### src/rtl/divider_pkg.sv
// Shared types and constants for the restoring divider.
// The state encoding is exported so that checkers can observe the FSM directly.
package divider_pkg;

    typedef enum logic [1:0] {
        IDLE   = 2'd0,
        RUN    = 2'd1,
        FINISH = 2'd2
    } state_t;

    // All-ones quotient returned for a zero divisor.
    // Users slice the low WIDTH bits of this constant.
    localparam int MAX_WIDTH = 1024;
    localparam logic [MAX_WIDTH-1:0] DIV_ZERO_QUOTIENT = '1;

    // The counter has to hold the value WIDTH itself, not only WIDTH-1.
    function automatic int cnt_width(input int width);
        return $clog2(width + 1);
    endfunction

endpackage

### src/rtl/divider_subtractor.sv
// Ripple-borrow subtractor built from full_subtractor cells.
// Mirrors the adder structure; Bout is the borrow out of the top bit.
module full_subtractor (
    input  logic A,
    input  logic B,
    input  logic Bin,
    output logic Diff,
    output logic Bout
);

    assign Diff = A ^ B ^ Bin;
    assign Bout = (~A & B) | (~(A ^ B) & Bin);

endmodule

module subtractor #(
    parameter int WIDTH = 33
) (
    input  logic [WIDTH-1:0] A,
    input  logic [WIDTH-1:0] B,
    input  logic             Bin,
    output logic [WIDTH-1:0] Diff,
    output logic             Bout
);

    logic [WIDTH:0] borrow;

    assign borrow[0] = Bin;

    for (genvar i = 0; i < WIDTH; i++) begin : g_cell
        full_subtractor u_fs (
            .A    (A[i]),
            .B    (B[i]),
            .Bin  (borrow[i]),
            .Diff (Diff[i]),
            .Bout (borrow[i+1])
        );
    end

    assign Bout = borrow[WIDTH];

endmodule

### src/rtl/divider.sv
// Multi-cycle unsigned restoring divider: one trial subtraction per clock.
// The quotient/remainder working registers double as the result registers.
module divider
    import divider_pkg::*;
#(
    parameter int WIDTH = 32
) (
    input  logic             CLK,
    input  logic             RST,
    input  logic             START,
    input  logic [WIDTH-1:0] DIVIDEND,
    input  logic [WIDTH-1:0] DIVISOR,
    output logic [WIDTH-1:0] QUOTIENT,
    output logic [WIDTH-1:0] REMAINDER,
    output logic             BUSY,
    output logic             DONE,
    output logic             DIV_ZERO,
    output state_t           STATE
);

    localparam int CW = cnt_width(WIDTH);
    localparam logic [CW-1:0] LAST_CNT = CW'(WIDTH);

    // Handshake: START is a request sampled on a rising edge only while
    // BUSY is low (state IDLE or FINISH); BUSY high means the request is
    // dropped. DONE is a one-cycle strobe, and the results stay valid until
    // the next accepted START.

    state_t          state;
    state_t          state_next;
    logic [WIDTH-1:0] quo;
    logic [WIDTH-1:0] rem;
    logic [WIDTH-1:0] dsr;
    logic [CW-1:0]    cnt;
    logic             dz;

    logic             accept;
    logic             zero_div;
    logic             iterate;
    logic [WIDTH:0]   sh_rem;
    logic [WIDTH-1:0] sh_quo;
    logic [WIDTH:0]   trial;
    logic             borrow;
    logic             unused_trial_msb;

    assign accept   = START && (state != RUN);
    assign zero_div = (DIVISOR == '0);
    assign iterate  = (state == RUN) && (cnt != LAST_CNT);

    assign sh_rem = {rem, quo[WIDTH-1]};
    assign sh_quo = {quo[WIDTH-2:0], 1'b0};

    subtractor #(
        .WIDTH (WIDTH + 1)
    ) u_sub (
        .A    (sh_rem),
        .B    ({1'b0, dsr}),
        .Bin  (1'b0),
        .Diff (trial),
        .Bout (borrow)
    );

    // The remainder stays below the divisor, so a successful trial never sets the MSB.
    assign unused_trial_msb = trial[WIDTH];

    always_ff @(posedge CLK) begin
        if (RST) begin
            state <= IDLE;
        end else begin
            state <= state_next;
        end
    end

    always_comb begin
        state_next = state;
        case (state)
            IDLE: begin
                if (accept) begin
                    state_next = zero_div ? FINISH : RUN;
                end
            end
            RUN: begin
                if (cnt == LAST_CNT) begin
                    state_next = FINISH;
                end
            end
            FINISH: begin
                if (accept) begin
                    state_next = zero_div ? FINISH : RUN;
                end else begin
                    state_next = IDLE;
                end
            end
            default: state_next = IDLE;
        endcase
    end

    always_ff @(posedge CLK) begin
        if (RST) begin
            quo <= '0;
            rem <= '0;
            dsr <= '0;
            cnt <= '0;
            dz  <= 1'b0;
        end else if (accept) begin
            dsr <= DIVISOR;
            cnt <= '0;
            if (zero_div) begin
                quo <= DIV_ZERO_QUOTIENT[WIDTH-1:0];
                rem <= DIVIDEND;
                dz  <= 1'b1;
            end else begin
                quo <= DIVIDEND;
                rem <= '0;
                dz  <= 1'b0;
            end
        end else if (iterate) begin
            // Restoring step: keep the shifted remainder on borrow, else take the difference.
            rem <= borrow ? sh_rem[WIDTH-1:0] : trial[WIDTH-1:0];
            quo <= {sh_quo[WIDTH-1:1], ~borrow};
            cnt <= cnt + 1'b1;
        end
    end

    assign QUOTIENT  = quo;
    assign REMAINDER = rem;
    assign BUSY      = (state == RUN);
    assign DONE      = (state == FINISH);
    assign DIV_ZERO  = dz;
    assign STATE     = state;

endmodule

### config.mk
export PLATFORM = sky130hd
export DESIGN_NAME = divider
export DESIGN_NICKNAME = d
export VERILOG_FILES = /design/src/rtl/divider_pkg.sv /design/src/rtl/divider_subtractor.sv /design/src/rtl/divider.sv
export SDC_FILE = /design/constraint.sdc
export NUM_CORES = 1
export LEC_CHECK = 0
export CAP_MARGIN = 20
export CORE_MARGIN = 1
export CORE_UTILIZATION = 50
export CTS_CLUSTER_DIAMETER = 150
export DETAILED_ROUTE_END_ITERATION = 12
export PLACE_DENSITY = 0.77
export SYNTH_ARGS = -nofsm -noshare
export SYNTH_HDL_FRONTEND = slang
export SYNTH_SLANG_ARGS = --single-unit
### constraint.sdc
create_clock -name CLK -period 22 [get_ports CLK]
set_input_delay 2.2 -clock CLK [delete_from_list [all_inputs] [get_ports CLK]]
set_output_delay 2.2 -clock CLK [all_outputs]
set_load 0.1 [all_outputs]
Yosys cells after proc, flatten, opt, wreduce, memory -nomap -nowiden
Index checks and enable logic that the tools add are counted.

operators by class
  $add $sub $neg = 1
  equal/unequal tests = 7
  muxes and demuxes = 13
  bitwise gates (word level) = 223
  reduce and logical (&&, ||, !) cells = 7

operators with widths
  cell                                                                   count
  32-bit two-way mux                                                     7
  1-bit inverter                                                         65
  1-bit bitwise AND                                                      64
  1-bit XOR                                                              63
  32-bit zero test                                                       1
  1-bit bitwise OR                                                       31
  2-bit two-way mux                                                      4
  6-bit by 1-bit adder with 6-bit output, second input constant          1
  6-bit equality test, second input constant                             1
  6-bit != test, second input constant                                   1
  2-bit case mux with 3 select lines                                     1
  2-bit by 1-bit != test with 1-bit output, second input constant        2
  2-bit by 1-bit equality test with 1-bit output, second input constant  1
  2-bit equality test, second input constant                             1
  1-bit logical AND                                                      2
  2-bit zero test                                                        1
  2-bit != test, second input constant                                   1
  2-bit AND reduction                                                    1
  2-bit nonzero test                                                     1
  2-bit OR reduction                                                     1
  1-bit two-way mux                                                      1

word-level totals
  flip-flop bits (word level) = 105
  output and inout port bits = 69

Depth between registers and ports, before layout
  word-level depth = 68
  mapped depth = 39
  depth with buffers taken out = 37

Hierarchy
From an unflattened synthesis, not the netlist that was laid out.

unflattened totals
  cells, all modules = 659
  area, all modules = 6028.3 um^2

by module, submodules not included
  module           instances  cells each  area each (um^2)  seq. area each (um^2)
  divider          1          560         5119.9            2102.0
  full_subtractor  33         3           27.5              0.0

Worst setup path after synthesis
OpenSTA, ideal clock, no wires.

  path kind = flip-flop to flip-flop
  start = register quo[31], in the netlist QUOTIENT[31]
  end = register rem[24], in the netlist REMAINDER[24]
  setup time = 0.074 ns
  arrival = 15.556 ns
  data required time = 21.926 ns
  slack = 6.369 ns
  stages on the path, launching flop included = 40
  clock period less this slack = 15.631 ns
  path through = dfxtp_1 -> inv_1 -> ha_1 -> fa_1 -> fa_1 -> fa_1 -> fa_1 -> fa_1 -> fa_1 -> fa_1 -> fa_1 -> fa_1 -> fa_1 -> fa_1 -> fa_1 -> fa_1 -> fa_1 -> fa_1 -> [... 4 more ...] -> fa_1 -> fa_1 -> fa_1 -> fa_1 -> fa_1 -> fa_1 -> fa_1 -> fa_1 -> fa_1 -> fa_1 -> fa_1 -> fa_1 -> nand2b_1 -> clkbuf_1 -> buf_2 -> mux2i_1 -> o221ai_1 -> o21ai_0

on the way
  longest elaborated chain between the ends = 68
  elaborated cells between the ends (all ways) = 69

RTL lines
  item                                line                      RTL
  from (decl)                         divider.sv:31             logic [WIDTH-1:0] quo;
  from (signal assigned)              divider.sv:109            quo <= DIV_ZERO_QUOTIENT[WIDTH-1:0];
  from (signal assigned)              divider.sv:120            quo <= {sh_quo[WIDTH-1:1], ~borrow};
  1-bit inverter (*)                  divider_subtractor.sv:12  assign Bout = (~A & B) | (~(A ^ B) & Bin);
  1-bit bitwise AND (*) (2 in a row)  divider_subtractor.sv:12
  1-bit bitwise OR (*)                divider_subtractor.sv:12
  1-bit bitwise AND (*)               divider_subtractor.sv:12
  1-bit bitwise OR (*)                divider_subtractor.sv:12
  1-bit bitwise AND (*)               divider_subtractor.sv:12
  1-bit bitwise OR (*)                divider_subtractor.sv:12
  1-bit bitwise AND (*)               divider_subtractor.sv:12
  [... 51 more ...]                   -
  1-bit bitwise AND                   divider_subtractor.sv:12
  1-bit bitwise OR                    divider_subtractor.sv:12
  1-bit bitwise AND                   divider_subtractor.sv:12
  1-bit bitwise OR                    divider_subtractor.sv:12
  1-bit bitwise AND                   divider_subtractor.sv:12
  32-bit two-way mux (*)              divider.sv:119            rem <= borrow ? sh_rem[WIDTH-1:0] : trial[WIDTH-1:0];
  32-bit two-way mux (*)              divider.sv:117            end else if (iterate) begin
  32-bit two-way mux (*)              divider.sv:105            end else if (accept) begin
  to (signal assigned)                divider.sv:119
  to (decl)                           divider.sv:32             logic [WIDTH-1:0] rem;

Every way passes the cells marked *; elsewhere a longest branch is shown, timed or not. The select of a mux whose other input is x is not followed.
A chain may end at the register's enable or synchronous reset.

Worst setup path after layout
  start = register quo[31], in the netlist QUOTIENT[31]
  end = register rem[16], in the netlist REMAINDER[16]

on the way
  longest elaborated chain between the ends = 68
  elaborated cells between the ends (all ways) = 69

RTL lines
  item                                line
  1-bit inverter (*)                  divider_subtractor.sv:12
  1-bit bitwise AND (*) (2 in a row)  divider_subtractor.sv:12
  1-bit bitwise OR (*)                divider_subtractor.sv:12
  1-bit bitwise AND (*)               divider_subtractor.sv:12
  1-bit bitwise OR (*)                divider_subtractor.sv:12
  1-bit bitwise AND (*)               divider_subtractor.sv:12
  1-bit bitwise OR (*)                divider_subtractor.sv:12
  1-bit bitwise AND (*)               divider_subtractor.sv:12
  [... 51 more ...]                   -
  1-bit bitwise AND                   divider_subtractor.sv:12
  1-bit bitwise OR                    divider_subtractor.sv:12
  1-bit bitwise AND                   divider_subtractor.sv:12
  1-bit bitwise OR                    divider_subtractor.sv:12
  1-bit bitwise AND                   divider_subtractor.sv:12
  32-bit two-way mux (*)              divider.sv:119
  32-bit two-way mux (*)              divider.sv:117
  32-bit two-way mux (*)              divider.sv:105

Marks and branches as above.

==> summary.txt <==
Status
  – Status: finished, final reports clean

Cells and area
  – Final Cell Area: 0.00693 mm2
  – Final nets: 801
  – Share of cells above drive strength 1: 0.0454
  – Diodes inserted: 0
  – Non-Filler Instances: 845
  – Fill cells: 926
  – Area growth, synth to finish: 25.4%

Logic synthesis
  – Ys flop type: dfxtp_1
  – Post-synthesis async set-or-reset flop share: 0
  – Synth unique cells: 37
  – Area contributors post-synth: dfxtp_1 (38%), fa_1 (11%), o221ai_1 (10%), nand2_1 (6.8%), a21oi_1 (6.0%)
  – Synth area leader: dfxtp_1
  – Area of the mapped netlist: 0.00553 mm2
  – EDFF count, synth: 0
  – Synth Instances: 625
  – Top-area cell type share of the netlist area: 0.380
  – Top cells by count, synth: dfxtp_1 (105), nand2_1 (100), a21oi_1 (66)
  – Most frequent cell after synthesis: dfxtp_1
  – Seq cells post-synth: 105
  – Register area share after synthesis: 0.380
  – Warnings from Yosys: 0
  – Syn Nets: 726
  – Syn Area/Cell: 8.84 um2

Clocking
  – CTS resizes: 0
  – Cts hold-fix bufs: 0
  – Root Buffer: clkbuf_8
  – CTS tree: done
  – H-tree Lvls: 3
  – Setup Fix Bufs, Post-CTS: 0
  – Clk Latency, worst-skew pair: 0.38 ns
  – Clock transition at path regs: 0.09 ns
  – Clock tree buffer depth: 2
  – Clock sink count: 105
  – CTS Buf Count: 9

Global routing
  – GR Util All Layers: 0.264
  – Initial antenna violation count: 0
  – First-pass GRT wire length: 23700 um
  – Vias in the first global route: 4757
  – Total grt overflow: 0
  – Largest net degree at the start of global routing: 56

Route
  – Routed vias/inst: 5.85
  – DRT Wirelength: 14900 um
  – DR WL/cell: 17.7 um
  – DR iter-0 viols: 318
  – Routed wl met2: 7470 um
  – Post-route ant nets: 0
  – First drt pass iteration count: 5
  – Drt drc: 0
  – Met1 wire length: 6030 um
  – Via count: 4947
  – Met3 wire length: 1060 um
  – Top sig layer: met4

Floorplanning
  – Core area: 0.0108 mm2
  – Initial Utilization: 0.512
  – Die height: 107 um
  – Die area: 0.0115 mm2
  – I/O pins: 136
  – Die Width: 107 um
  – # rows: 38

Min path
  – HP Class: reg2reg
  – Hold path start: dsr[22]$_SDFFE_PP0P_

STA
  – Final setup violation count: 0
  – Fin crit share: 0.750
  – Final Critical Period: 16.49 ns
  – F_max: 60.6 MHz
  – Skew final: 0.0124 ns
  – Slew Viols, Final: 0
  – Setup TNS: 0 ns
  – RSZ-0062 raised after global routing: no
  – Max_slew headroom: 0.265
  – Final Hold Vio Count: 0
  – Slew @ Worst Pin: 1.10 ns

Place
  – Placed inst area: 0.00668 mm2
  – GPL Wtd Cong: 0.806
  – Port bufs: 135
  – Post-DP HPWL: 10300 um
  – Number of instances in the placed design: 828

Worst setup path
  – Worst R2R Start: QUOTIENT[31]$_SDFFE_PP0P_
  – Slowest cell delay on critical path: 0.78 ns
  – Slowest CP cell: nand2b_2
  – Most frequent CP cell: fa_1
  – Crit Path Category: reg2reg
  – Critical Path Start Type: register
  – CP Capture Type: register
  – Worst setup startpoint: QUOTIENT[31]$_SDFFE_PP0P_
  – Crit path max fanout: 33
  – Arr. time, crit path: 16.73 ns
  – Critical Path RT: 22.24 ns

Power and ir drop
  – Total Power: 0.647 mW
  – Power per cell area: 93.4 mW/mm2
  – Peak supply drop: 0.0433 mV
  – Static Leakage: 2.60 nW

Job
  – Maxcap violations: 0
worst max-delay path, delay by kind of cell, from the launching register on:
family	cells	cell delay, ns
DFF	1	0.38
and+or+nand+nor	1	0.78
muxes	1	0.21
buffers and inverters	1	0.07
AOI/OAI and AO/OA	2	0.32
adders and majority gates	32	14.61
sequential cells by signal, indices dropped and copies added, names as in the netlist:
signal     cells
dsr           32
DIV_ZERO       1
STATE          2
REMAINDER     32
QUOTIENT      32
cnt            6
power by group:
group	internal, mW	switching, mW
Sequential	0.209	0.0163
Clock	0.0676	0.0666
Combinational	0.0911	0.196
cell usage in the layout, fill, tap and decap left out, types with 2 or more instances in the layout:
cell type,netlist,layout
o221ai_1,64,64
dfxtp_1,105,105
a21oi_1,66,65
o21a_1,2,2
clkdlybuf4s50_1,0,135
nor3b_1,2,2
clkinv_1,2,2
nand4_1,4,4
fa_1,31,31
clkbuf_8,0,10
nand2_1,100,99
a22o_1,2,2
buf_4,36,8
xnor2_1,2,2
nor2_1,38,37
clkbuf_1,30,2
bufinv_16,0,2
mux2i_1,32,32
inv_1,36,36
o21ai_1,4,4
nor4_1,8,8
xor2_1,2,2
o21ai_0,28,28
ha_1,3,3
worst paths after layout:
check                                             endpoint  depth (start not counted)  slack [ns]
worst max register to register  REMAINDER[16]$_SDFFE_PP0P_                         37        5.51
worst min register to register        dsr[22]$_SDFFE_PP0P_                          2        0.48
worst max-delay path            REMAINDER[16]$_SDFFE_PP0P_                         37        5.51
worst min-delay path                  dsr[22]$_SDFFE_PP0P_                          2        0.48
cell type report:
class                      count  area (um2)  area share
multi-input combinational    402        2850       0.411
sequential                   105        2100       0.303
timing repair buffer         144        1440       0.208
tap                          140         175      0.0253
clock buffer                  12         145      0.0210
inverter                      38         143      0.0206
clock inverter                 4        76.3      0.0110
routing by layer:
| layer | global-route usage | up-vias |
|---|---|---|
| li1 | - | 2301 |
| met1 | 0.328 | 2401 |
| met2 | 0.459 | 216 |
| met5 | 0 | - |
| met3 | 0.0395 | 29 |
| met4 | 0.105 | 0 |
cell families (layout without fill, tap and decap cells):
group / after synthesis / in the layout / share of synthesized area
multiplexers: 32 / 32 / 0.0580
flip-flops: 105 / 105 / 0.380
AO/OA/AOI/OAI: 171 / 171 / 0.204
buffers and inverters: 118 / 198 / 0.110
XOR/XNOR: 4 / 4 / 0.00634
AND/OR/NAND/NOR: 161 / 161 / 0.123
adder cells (fa/ha/maj): 34 / 34 / 0.119
metrics by stage:
stage,util,setup WS (ns),hold WS [ns]
after floorplan,-,6.37,0.440
after global placement,0.619,5.72,0.455
after detailed placement,0.619,5.48,0.465
after CTS,0.639,5.42,0.478
after global routing,0.642,4.92,0.502
final,0.642,5.51,0.476
(Power assumes the default switching activity.)
